$ cat src/rtl/fb_pkg.sv
// Framebuffer address map, geometry and FSM state encoding.
// The framebuffer writer and the scanout reader both use this package.
package fb_pkg;

   localparam logic [10:0] FB_BASE_ADDR = 11'b1001_0000_000;
   localparam int LINE_LEN     = 9;
   localparam int COL_LEN      = 10;
   localparam int H_ACTIVE     = 640;
   localparam int V_ACTIVE     = 480;
   localparam int C_MST_AWIDTH = 32;
   localparam int C_MST_DWIDTH = 32;

   typedef enum logic [2:0] {
      IDLE,
      REQ,
      WAIT_DATA,
      ERR,
      PUSH,
      DONE
   } fb_state_t;

   // PLB bit 0 is the MSB, so the base occupies addr[31:21].
   function automatic logic [C_MST_AWIDTH-1:0] fb_addr(input logic [LINE_LEN-1:0] line,
                                                       input logic [COL_LEN-1:0]  col);
      return {FB_BASE_ADDR, line, col, 2'b00};
   endfunction

endpackage

$ cat src/rtl/fb_scan_counter.sv
// Raster position counter for the scanout walk.
// The next position is exported so the requester can register the next address early.
module fb_scan_counter
   import fb_pkg::*;
#(
   parameter int H_ACTIVE = fb_pkg::H_ACTIVE,
   parameter int V_ACTIVE = fb_pkg::V_ACTIVE
) (
   input  logic                PLB_clk,
   input  logic                reset_n,
   input  logic                clr,
   input  logic                inc,
   output logic [LINE_LEN-1:0] line,
   output logic [COL_LEN-1:0]  col,
   output logic [LINE_LEN-1:0] line_nxt,
   output logic [COL_LEN-1:0]  col_nxt,
   output logic                last_pixel
);

   localparam logic [COL_LEN-1:0]  COL_LAST  = COL_LEN'(H_ACTIVE - 1);
   localparam logic [LINE_LEN-1:0] LINE_LAST = LINE_LEN'(V_ACTIVE - 1);

   assign last_pixel = (line == LINE_LAST) && (col == COL_LAST);

   always_comb begin
      col_nxt  = col + COL_LEN'(1);
      line_nxt = line;
      if (col == COL_LAST) begin
         col_nxt  = '0;
         line_nxt = line + LINE_LEN'(1);
      end
   end

   // The last pixel never advances, so the counters stay inside the active frame.
   always_ff @(posedge PLB_clk or negedge reset_n) begin
      if (!reset_n) begin
         line <= '0;
         col  <= '0;
      end else if (clr) begin
         line <= '0;
         col  <= '0;
      end else if (inc && !last_pixel) begin
         line <= line_nxt;
         col  <= col_nxt;
      end
   end

endmodule

$ cat src/rtl/fb_scanout_reader.sv
// PLB read master that scans the active frame out of the framebuffer.
// Each pixel is fetched with a single-beat read and pushed into the display FIFO.
module fb_scanout_reader
   import fb_pkg::*;
#(
   parameter int H_ACTIVE = fb_pkg::H_ACTIVE,
   parameter int V_ACTIVE = fb_pkg::V_ACTIVE
) (
   input  logic                    PLB_clk,
   input  logic                    reset_n,
   input  logic                    Bus2IP_Reset,
   input  logic                    enable,
   input  logic                    frame_start,
   output logic                    frame_done,
   output logic                    busy,
   output logic [7:0]              err_cnt,
   output logic [C_MST_DWIDTH-1:0] pix_data,
   output logic                    pix_wr_en,
   input  logic                    pix_full,
   output logic                    IP2Bus_MstRd_Req,
   output logic                    IP2Bus_MstWr_Req,
   output logic [C_MST_AWIDTH-1:0] IP2Bus_Mst_Addr,
   output logic [3:0]              IP2Bus_Mst_BE,
   output logic                    IP2Bus_Mst_Lock,
   output logic                    IP2Bus_Mst_Reset,
   output logic                    IP2Bus_MstRd_dst_rdy_n,
   output logic [C_MST_DWIDTH-1:0] IP2Bus_MstWr_d,
   input  logic                    Bus2IP_Mst_CmdAck,
   input  logic                    Bus2IP_Mst_Cmplt,
   input  logic                    Bus2IP_Mst_Error,
   input  logic                    Bus2IP_Mst_Rearbitrate,
   input  logic                    Bus2IP_Mst_Cmd_Timeout,
   input  logic [C_MST_DWIDTH-1:0] Bus2IP_MstRd_d,
   input  logic                    Bus2IP_MstRd_src_rdy_n,
   input  logic                    Bus2IP_MstWr_dst_rdy_n,
   output fb_state_t               dbg_state
);

   fb_state_t           state;
   logic                got_data;
   logic [LINE_LEN-1:0] line, line_nxt;
   logic [COL_LEN-1:0]  col, col_nxt;
   logic                last_pixel;
   logic                push_go;
   logic                unused_ok;

   // Handshakes: a command is issued by holding Req until CmdAck (Rearbitrate
   // leaves Req up); a data beat transfers on a cycle where dst_rdy_n and
   // src_rdy_n are both low; a FIFO push happens on a cycle with pix_wr_en high,
   // which is never raised while pix_full is high.
   assign push_go   = (state == PUSH) && !pix_full;
   assign pix_wr_en = push_go;
   assign busy      = (state != IDLE);
   assign dbg_state = state;

   assign IP2Bus_MstWr_Req = 1'b0;
   assign IP2Bus_Mst_BE    = 4'hF;
   assign IP2Bus_Mst_Lock  = 1'b0;
   assign IP2Bus_Mst_Reset = 1'b0;
   assign IP2Bus_MstWr_d   = '0;
   assign unused_ok        = &{1'b0, Bus2IP_Mst_Rearbitrate, Bus2IP_MstWr_dst_rdy_n};

   fb_scan_counter #(
      .H_ACTIVE (H_ACTIVE),
      .V_ACTIVE (V_ACTIVE)
   ) u_counter (
      .PLB_clk    (PLB_clk),
      .reset_n    (reset_n),
      .clr        (Bus2IP_Reset || (state == DONE)),
      .inc        (push_go),
      .line       (line),
      .col        (col),
      .line_nxt   (line_nxt),
      .col_nxt    (col_nxt),
      .last_pixel (last_pixel)
   );

   always_ff @(posedge PLB_clk or negedge reset_n) begin
      if (!reset_n) begin
         state                  <= IDLE;
         IP2Bus_MstRd_Req       <= 1'b0;
         IP2Bus_MstRd_dst_rdy_n <= 1'b1;
         IP2Bus_Mst_Addr        <= '0;
         pix_data               <= '0;
         got_data               <= 1'b0;
         frame_done             <= 1'b0;
         err_cnt                <= '0;
      end else if (Bus2IP_Reset) begin
         state                  <= IDLE;
         IP2Bus_MstRd_Req       <= 1'b0;
         IP2Bus_MstRd_dst_rdy_n <= 1'b1;
         IP2Bus_Mst_Addr        <= '0;
         pix_data               <= '0;
         got_data               <= 1'b0;
         frame_done             <= 1'b0;
         err_cnt                <= '0;
      end else begin
         frame_done <= 1'b0;
         case (state)
            IDLE: begin
               if (frame_start && enable) begin
                  state            <= REQ;
                  IP2Bus_MstRd_Req <= 1'b1;
                  IP2Bus_Mst_Addr  <= fb_addr(line, col);
               end
            end
            REQ: begin
               if (Bus2IP_Mst_Cmd_Timeout) begin
                  IP2Bus_MstRd_Req <= 1'b0;
                  state            <= ERR;
               end else if (Bus2IP_Mst_CmdAck) begin
                  IP2Bus_MstRd_Req       <= 1'b0;
                  IP2Bus_MstRd_dst_rdy_n <= 1'b0;
                  got_data               <= 1'b0;
                  state                  <= WAIT_DATA;
               end
            end
            WAIT_DATA: begin
               if (!Bus2IP_MstRd_src_rdy_n) begin
                  pix_data <= Bus2IP_MstRd_d;
                  got_data <= 1'b1;
               end
               // A beat arriving together with Cmplt still counts as data.
               if (Bus2IP_Mst_Cmplt) begin
                  IP2Bus_MstRd_dst_rdy_n <= 1'b1;
                  if ((got_data || !Bus2IP_MstRd_src_rdy_n) && !Bus2IP_Mst_Error)
                     state <= PUSH;
                  else
                     state <= ERR;
               end
            end
            ERR: begin
               if (err_cnt != 8'hFF)
                  err_cnt <= err_cnt + 8'd1;
               pix_data <= '0;
               state    <= PUSH;
            end
            PUSH: begin
               if (!pix_full) begin
                  if (last_pixel) begin
                     state      <= DONE;
                     frame_done <= 1'b1;
                  end else begin
                     state            <= REQ;
                     IP2Bus_MstRd_Req <= 1'b1;
                     IP2Bus_Mst_Addr  <= fb_addr(line_nxt, col_nxt);
                  end
               end
            end
            DONE: state <= IDLE;
            default: state <= IDLE;
         endcase
      end
   end

endmodule

$ cat config.mk
export PLATFORM = sky130hd
export DESIGN_NAME = fb_scanout_reader
export DESIGN_NICKNAME = d
export VERILOG_FILES = /design/src/rtl/fb_pkg.sv /design/src/rtl/fb_scan_counter.sv /design/src/rtl/fb_scanout_reader.sv
export SDC_FILE = /design/constraint.sdc
export NUM_CORES = 1
export LEC_CHECK = 0
export CORE_MARGIN = 1.5
export CORE_UTILIZATION = 45
export CTS_CLUSTER_DIAMETER = 80
export CTS_CLUSTER_SIZE = 24
export DETAILED_ROUTE_END_ITERATION = 7
export MAX_ROUTING_LAYER = met4
export PLACE_DENSITY = 0.91
export SLEW_MARGIN = 30
export SYNTH_ARGS = -nofsm -noshare
export SYNTH_HDL_FRONTEND = slang
export SYNTH_SLANG_ARGS = --single-unit
$ cat constraint.sdc
create_clock -name PLB_clk -period 2.4 [get_ports PLB_clk]
set_input_delay 0.72 -clock PLB_clk [delete_from_list [all_inputs] [get_ports PLB_clk]]
set_output_delay 0.72 -clock PLB_clk [all_outputs]
set_load 0.05 [all_outputs]
==> key figures, run 1 <==
Clocking
  – Clock Pin Slew Worst Setup and Hold Paths: around 0.09 ns
  – Hold buffers post-CTS: 0
  – Root Driver: clkbuf_8
  – H-tree levels: 3
  – Clk buf depth: 2
  – CTS tree: yes
  – Clk Latency, worst-skew pair: 0.36 ns
  – CTS sink count: 86
  – CTS Buf Count: 9

Timing
  – Setup TNS: 0 ns
  – Worst-Margin Slew: roughly 0.73 ns
  – Worst clock skew: just over 0.008 ns
  – Final min period: 2.310 ns
  – RSZ-0062 raised after global routing: no
  – Final setup viols: 0
  – Period utilization: between 90% and 100%
  – Final hold vios: 0
  – Fmax: between 400 and 500 MHz
  – Final Slew Violations: 0
  – Worst relative slew slack: ~51%

Floorplanning
  – Core area: just under 0.01 mm^2
  – Std-Cell Rows: 36
  – Initial Util: between 40% and 50%
  – Die Wd: approximately 100 um
  – Die ar.: between 0.01 and 0.015 mm^2
  – I/O pin cnt: approximately 160
  – Vert. Die Dim: approximately 100 um

Worst setup path
  – Buf/Inv on CP: 1
  – CP endpoint kind: output pin
  – Crit-path cells: clkdlybuf4s50_1
  – Critical Path AT: approximately 1.6 ns
  – Critical Path RT: ~1.7 ns
  – Max incr delay on CP: about 0.83 ns
  – Crit path launch type: register
  – Delay-heaviest family, CP: buffers and inverters
  – Crit-path max FO: 5
  – CP Depth: 1
  – Worst Reg-to-Reg Cells: 7
  – Slowest cell on crit path: clkdlybuf4s50_1
  – Critical path class: reg2out

Power
  – P_sw: approximately 1 mW
  – Sw Ratio: between 20% and 30%
  – LEAKAGE: roughly 2.7 nW
  – Total Power: ~3.3 mW
  – Power Dens Cells: approximately 550 mW/mm^2
  – Flop pwr share: a little under half
  – Worst VDD drop: 304.0 uV
  – Clock power share: 37.6%
  – Internal power: between 2 and 2.5 mW
  – Comb pwr share: 17.3%

Detailed routing
  – Final WL: between 10,000 and 15,000 um
  – DR WL/cell: about 17 um
  – Routed Antenna Nets: 0
  – # DRC: 0
  – Vias: a little under 4k
  – Drt via density: approximately 5.4
  – DRT Pass-1 Iters: 5
  – Iter 0 DRT Violations: between 300 and 400

Global route
  – Antenna violations before repair: 0
  – First-pass GRT wire length: 19,050 um
  – Vias in the first global route: between 3k and 4k
  – GRT Util Overall: 22.68%
  – Total gr overflow: 0
  – Largest net degree at the start of global routing: 49

Finish
  – Area grow syn2layout: 31.45%
  – Layout cells sized above 1: between 10% and 20%
  – Most common cell after layout, fill and taps aside: clkdlybuf4s50_1
  – Diode count: 0
  – Commonest cells after routing, fill and taps aside: 99 x clkdlybuf4s50_1, 83 x dfrtp_1, 50 x conb_1
  – Post-Route Utilization: roughly three fifths
  – Layout Nets: 622

Logic synthesis
  – Seq/Total Area, Yosys: between 40% and 50%
  – Avg Cell Area, Syn: 10.21 um^2
  – Synth Register Bits: 86
  – EDFF count, synth: 0
  – Mapped Area: around 0.0046 mm^2
  – Post-synth top flop: dfrtp_1
  – Yosys warns: 0
  – Ys async rst share: between 90% and 100%
  – Post-Synthesis Cells: between 400 and 500
  – Cell variety after synth: 62

Worst hold path
  – Hold crit path type: in2async

Status
  – Status: finished clean

Place
  – GPL Wtd Cong: 0.9082
  – DP Wirelength: 8481 um
  – Port buffer count: 111

Flow run
  – Maxcap violations: 0
==> cell type report <==
class,instances,area (um^2)
fillers,744,3799
inverters,3,11.26
clock buffers,9,123.9
well taps,133,166.4
repair buffers,140,1361
clock inverters,7,120.1
flip-flops and latches,86,2156
multi-input cells,334,2127
==> metal layers <==
metal / track usage (%) / up-vias / wire length (um)
met5: - / - / 0
met4: 8.829 / 0 / 278
met3: 5.201 / 23 / 802
met2: 36.14 / 190 / 5902
met1: 28.02 / 1890 / 4996
li1: - / 1753 / -
==> state kept, by name (all words and copies together) (netlist names) <==
| register | flops |
|---|---|
| IP2Bus_MstRd_Req | 1 |
| dbg_state | 3 |
| got_data | 1 |
| pix_data | 32 |
| IP2Bus_Mst_Addr | 20 |
| u_counter.col | 10 |
| IP2Bus_MstRd_dst_rdy_n | 1 |
| frame_done | 1 |
| u_counter.line | 9 |
| err_cnt | 8 |
==> stage by stage <==
step                      hold WS, ns  worst slack [ns]  area, um^2  std cells
after floorplan                0.4244           -0.1651        4810        500
after global placement         0.4638           -0.2329        5767        694
after detailed placement       0.4751           -0.3115        5772        694
after CTS                      0.2021           0.01736        6026        711
after global routing           0.1903          0.007578        6066        712
final                          0.2056           0.09000        6066        712
==> cells by family after synthesis <==
group / share of synthesized area [%]
buffers and inverters: 11.90
DFF: 46.66
adders and majority gates: 0.8135
and+or+nand+nor: 15.35
AOI/OAI and AO/OA: 18.63
muxes: 1.166
xor gates and xnor gates: 5.315
other: 0.1628
==> synthesized netlist by cell type, types with 4 or more instances <==
cell type	number	area share [%]
dfrtp_1	85	46
buf_4	52	8.5
nand2_1	43	3.5
a22o_1	34	6.5
nor2_1	29	2.4
o21ai_0	23	2.5
a21oi_1	21	2.3
xor2_1	19	3.6
clkbuf_1	11	0.89
buf_2	10	1.1
nand3_1	10	1.1
and3_1	9	1.2
xnor2_1	9	1.7
nor3_1	7	0.76
buf_6	5	1.2
o2111ai_1	5	0.95
a211oi_1	4	0.65
o31ai_1	4	0.65
==> power by group through the flow <==
stage	sequential, mW	clock [mW]	combinational [mW]
3_3_place_gp	1.52	0	0.557
6_report	1.50	1.25	0.576
5_1_grt	1.50	1.34	0.605
3_5_place_dp	1.53	0	0.566
2_1_floorplan	1.59	0	0.376
4_1_cts	1.50	1.26	0.569
==> timing repair <==
| action | 4_1_cts | 5_1_grt |
|---|---|---|
| hold endpoints to repair | 0 | 0 |
| pin swaps | 0 | 1 |
| cloned | 0 | 1 |
| setup endpoints to repair | 1 | 25 |
| gates resized for setup | 2 | 7 |
| buffers inserted | 1 | 0 |
==> path summary, 6_finish.rpt <==
check	startpoint	to	slack, ns
hold / removal	reset_n	u_counter.line[5]	0.21
setup / recovery	err_cnt[0]	err_cnt[0]	0.09
min in group PLB_clk	IP2Bus_Mst_Addr[2]	IP2Bus_Mst_Addr[2]	0.49
setup reg to reg	u_counter.col[0]	IP2Bus_Mst_Addr[20]	0.18
max in group asynchronous	reset_n	IP2Bus_MstRd_dst_rdy_n	1.57
hold reg to reg	IP2Bus_Mst_Addr[2]	IP2Bus_Mst_Addr[2]	0.49
Note: power is estimated with default switching activity, not from simulation.
==> run 2, diff against run 1 <==
Settings changed: RECOVER_POWER set to 25.
==> key figures, run 2 (same netlist as run 1, synthesis figures left out) <==
Power
  – Comb pwr share: between 15 and 20%
  – Flop pwr share: 45.1%
  – Power Dens Cells: 548.7 mW/mm^2
  – LEAKAGE: roughly 2.7 nW
  – P_sw: roughly 1.0 mW
  – Sw Ratio: between 20% and 30%
  – Internal power: 2.329 mW
  – Total Power: between 3 and 4 mW
  – Worst VDD drop: around 300 uV
  – Clock power share: between 30 and 40%

Detailed routing
  – Vias: slightly below 4k
  – Drt via density: around 5.4
  – Final WL: 12,000 um
  – DR WL/cell: ~17 um
  – Iter 0 DRT Violations: ~330
  – DRT Pass-1 Iters: 5
  – Routed Antenna Nets: 0
  – # DRC: 0

Timing
  – Final hold vios: 0
  – Worst relative slew slack: between 30% and 40%
  – Final WS setup: 0.09127 ns
  – Final Slew Violations: 0
  – RSZ-0062 raised after global routing: no
  – Final setup viols: 0
  – Final min period: around 2.3 ns
  – Fmax: 433.1 MHz
  – Period utilization: 96.20%
  – Worst clock skew: between 0.006 and 0.007 ns
  – Worst-Margin Slew: 0.9492 ns

Place
  – GPL Wtd Cong: roughly 0.91
  – Pre-CTS WS: -0.3115 ns
  – DP Wirelength: ~8500 um
  – Port buffer count: roughly 110

Status
  – Status: finished clean

Floorplanning
  – I/O pin cnt: between 150 and 200
  – Std-Cell Rows: 36
  – Core area: ~0.0099 mm^2
  – Vert. Die Dim: about 100 um
  – Die Wd: 104.3 um
  – Initial Util: between 40% and 50%
  – Die ar.: 0.01087 mm^2

Worst setup path
  – Crit-path cells: clkdlybuf4s50_1
  – Slowest cell on crit path: clkdlybuf4s50_1
  – Critical Path RT: ~1.7 ns
  – Worst r2r src: u_counter.col[0]
  – Delay-heaviest family, CP: buffers and inverters
  – Buf/Inv on CP: 1
  – Critical path class: reg2out
  – Crit. Startpoint: err_cnt[0]
  – Crit path launch type: register
  – Crit-path max FO: 5
  – Critical Path AT: roughly 1.6 ns
  – CP endpoint kind: output pin
  – Max incr delay on CP: between 0.8 and 0.9 ns

Finish
  – Largest register FFs: 32
  – Most common cell after layout, fill and taps aside: clkdlybuf4s50_1
  – Layout cells sized above 1: 12.61%
  – Biggest register: pix_data
  – Commonest cells after routing, fill and taps aside: 99 x clkdlybuf4s50_1, 83 x dfrtp_1, 50 x conb_1
  – Layout Nets: between 600 and 700
  – Area grow syn2layout: 31.37%
  – Filler cell count: about 740
  – Largest regs: pix_data x32, IP2Bus_Mst_Addr x20, u_counter.col x10
  – Diode count: 0

Clocking
  – CTS Buf Count: 9
  – Clk buf depth: 2
  – Clock Pin Slew Worst Setup and Hold Paths: ~0.090 ns
  – Clk Latency, worst-skew pair: 0.37 ns
  – H-tree levels: 3
  – CTS sink count: 86
  – CTS tree: yes
  – Root Driver: clkbuf_8

Global route
  – Vias in the first global route: between 3k and 4k
  – Total gr overflow: 0
  – First-pass GRT wire length: 19,050 um
  – Antenna violations before repair: 0
  – Largest net degree at the start of global routing: 49
  – GRT Util Overall: approximately 23%

Worst hold path
  – Hold crit path type: in2async

Flow run
  – Maxcap violations: 0
## run 2: area by class of cell
type | count | area [um^2] | area share, %
clock buffer | 9 | 123.9 | 2.043
sequential | 86 | 2156 | 35.56
multi-input combinational | 334 | 2127 | 35.09
tap | 133 | 166.4 | 2.745
clock inverter | 7 | 120.1 | 1.981
timing repair buffer | 140 | 1358 | 22.39
inverter | 3 | 11.26 | 0.1858
## run 2: worst paths after layout
kind	end	slack, ns	cells past startpoint
max	err_cnt[0]	0.09	1
min	u_counter.line[5]	0.46	1
max reg2reg	IP2Bus_Mst_Addr[19]	0.19	7
min reg2reg	IP2Bus_Mst_Addr[2]	0.49	2
max in group asynchronous	IP2Bus_MstRd_dst_rdy_n	1.02	2
min in group PLB_clk	IP2Bus_Mst_Addr[2]	0.49	2
## run 2: per-stage QoR
step	area (um^2)	util, %	cells	setup TNS [ns]	hold WS (ns)
after global placement	5767	58.46	694	-11.27	0.4638
after floorplan	4810	-	500	-0.6431	0.4244
after global routing	6062	61.45	712	0	0.5083
after CTS	6026	61.09	711	0	0.2021
final	6062	61.45	712	0	0.4635
after detailed placement	5772	58.51	694	-5.278	0.4751
## run 2: timing repair
action                     4_1_cts  5_1_grt
cloned                           0        1
hold buffers                     0        0
pin swaps                        0        1
setup endpoints to repair        1       25
setup buffers                    1        0
resized for setup                2        7
## run 2: metal layers
| layer | GRT usage, % | part of all wire, % | routed length, um |
|---|---|---|---|
| met1 | 28.02 | 43 | 5140 |
| met2 | 36.14 | 49 | 5831 |
| met3 | 5.201 | 6.2 | 744 |
| met4 | 8.829 | 2.3 | 280 |
| met5 | - | 0 | 0 |
## run 2: power by group through the flow
stage               Combinational (mW)  Clock [mW]  Sequential (mW)
floorplan                        0.376           0             1.59
global placement                 0.557           0             1.52
detailed placement               0.566           0             1.53
CTS                              0.569        1.26             1.50
global route                     0.605        1.34             1.50
finish                           0.576        1.25             1.50
==> run 3, diff against run 2 <==
Settings changed: SETUP_SLACK_MARGIN set to 0.5.
==> key figures, run 3 (same netlist as run 1, synthesis figures left out) <==
Detailed routing
  – DR WL/cell: between 20 and 25 um
  – Highest metal used: met4
  – # DRC: 0
  – Vias: 4,559
  – WL met3: roughly 1300 um
  – Final WL: between 15,000 and 20,000 um
  – Drt via density: just over 6
  – DRT Pass-1 Iters: 5
  – Met1 Routed Length: roughly 6200 um
  – Iter 0 DRT Violations: 572
  – Met2 WL: roughly 8500 um
  – Routed Antenna Nets: 0

Worst setup path
  – Worst r2r src: dbg_state[0]
  – Critical Path AT: around 1.4 ns
  – Crit-path max FO: 3
  – CP endpoint kind: output pin
  – Critical path class: reg2out
  – Worst Reg-to-Reg Cells: 8
  – Critical Path RT: approximately 1.7 ns
  – Crit path launch type: register
  – Crit. Startpoint: dbg_state[0]

Global route
  – Total gr overflow: 0
  – Antenna violations before repair: 0
  – Vias in the first global route: about 4.1k
  – Largest net degree at the start of global routing: 42
  – GRT Util Overall: a little over a quarter
  – First-pass GRT wire length: ~22,000 um

Power
  – LEAKAGE: ~3.1 nW
  – Power Dens Cells: 477.7 mW/mm^2
  – Worst VDD drop: ~270 uV

Floorplanning
  – Std-Cell Rows: 36
  – I/O pin cnt: 164
  – Core area: 0.009864 mm^2
  – Die ar.: between 0.01 and 0.015 mm^2
  – Die Wd: approximately 100 um
  – Initial Util: 46.78%
  – Vert. Die Dim: 104.3 um

Timing
  – Fmax: 467.7 MHz
  – Final min period: 2.138 ns
  – Final Slew Violations: 0
  – Final hold vios: 0
  – Worst relative slew slack: 33.60%
  – Worst-Margin Slew: between 0.9 and 1 ns
  – Worst clock skew: 0.009404 ns
  – Period utilization: 89.08%
  – Final WS setup: around 0.26 ns
  – Final setup viols: 0
  – RSZ-0062 raised after global routing: yes

Clocking
  – Clk Latency, worst-skew pair: 0.37 ns
  – Clk buf depth: 2
  – Clock Pin Slew Worst Setup and Hold Paths: 0.09 ns
  – H-tree levels: 3
  – CTS tree: yes
  – CTS Buf Count: 9
  – Root Driver: clkbuf_8
  – CTS sink count: 86

Finish
  – Largest register FFs: 32
  – Commonest cells after routing, fill and taps aside: 78 x dfrtp_1, 55 x clkdlybuf4s15_2, 50 x conb_1
  – Layout Nets: 666
  – Area grow syn2layout: 51.87%
  – Diode count: 0
  – Most common cell after layout, fill and taps aside: dfrtp_1
  – Layout cells sized above 1: approximately 39%
  – Biggest register: pix_data
  – Largest regs: pix_data x32, IP2Bus_Mst_Addr x20, u_counter.col x10
  – Post-route cell area: between 0.007 and 0.008 mm^2

Worst hold path
  – Hold crit path type: reg2reg
  – WHS Path Cells: 2
  – Hold_sp: IP2Bus_Mst_Addr[15]

Place
  – Port buffer count: about 110
  – DP Wirelength: ~8400 um
  – GPL Wtd Cong: between 0.8 and 0.9
  – Pre-CTS WS: -0.2835 ns
  – Cell area after placement: slightly below 0.006 mm^2

Flow run
  – Maxcap violations: 0

Status
  – Status: finished clean
run 3: cell types whose count changed in the layout (fill, tap and decap cells not counted), sizes merged, moves of 2 or more:
cell           delta
dlymetal6s2s      -3
clkdlybuf4s50    -62
clkdlybuf4s15    +55
bufinv            -2
buf              +47
clkbuf            +3
clkinvlp          +3
run 3: metal layers:
| layer | up-vias | global-route usage (%) |
|---|---|---|
| met5 | - | - |
| met4 | 0 | 13.59 |
| met3 | 117 | 4.135 |
| met2 | 354 | 43.80 |
| met1 | 2234 | 30.71 |
| li1 | 1854 | - |
run 3: stage by stage:
step | setup TNS [ns] | utilization, % | hold slack [ns] | power, mW | cells
3_5_place_dp | -5.336 | 58.41 | 0.4696 | 2.099 | 689
2_1_floorplan | -0.6404 | - | 0.4244 | 1.978 | 500
3_3_place_gp | -7.755 | 58.36 | 0.4650 | 2.085 | 689
5_1_grt | 0 | 71.04 | 0.5201 | 3.430 | 756
4_1_cts | 0 | 65.23 | 0.3148 | 3.222 | 729
6_report | 0 | 71.04 | 0.4938 | 3.348 | 756
run 3: area by class of cell:
| type | instances | area, um^2 |
|---|---|---|
| clock buffer | 9 | 123.9 |
| clock inverter | 7 | 80.08 |
| fill | 592 | 2856 |
| inverter | 3 | 15.01 |
| multi-input combinational | 336 | 2514 |
| sequential | 86 | 2162 |
| tap | 133 | 166.4 |
| timing repair buffer | 182 | 1947 |
run 3: power breakdown:
| group | total, mW | internal, mW | leakage, nW | switching [mW] |
|---|---|---|---|---|
| logic | 0.757 | 0.248 | 1.84 | 0.510 |
| registers | 1.50 | 1.47 | 1.18 | 0.0239 |
| clock network | 1.09 | 0.494 | 0.0968 | 0.600 |
| total | 3.35 | 2.21 | 3.12 | 1.13 |
run 3: worst paths after layout:
kind	end	slack, ns
worst max register to register	pix_data[14]	0.29
max in group asynchronous	pix_data[5]	0.77
min in group asynchronous	u_counter.col[1]	0.50
worst min-delay path	IP2Bus_Mst_Addr[15]	0.49
worst min register to register	IP2Bus_Mst_Addr[15]	0.49
worst max-delay path	pix_wr_en	0.26
run 3: timing repair:
| action | CTS | global route |
|---|---|---|
| hold buffers | 0 | 0 |
| setup endpoints to repair | 141 | 86 |
| gates cloned | 5 | 3 |
| resized for setup | 245 | 104 |
| pin swaps | 14 | 44 |
| setup buffers | 19 | 24 |
run 3: worst max-delay path, stage by stage, from the launching register on:
cell,delay [ns]
dfrtp_2,0.46
nor4b_4,0.29
buf_4,0.17
buf_12,0.13
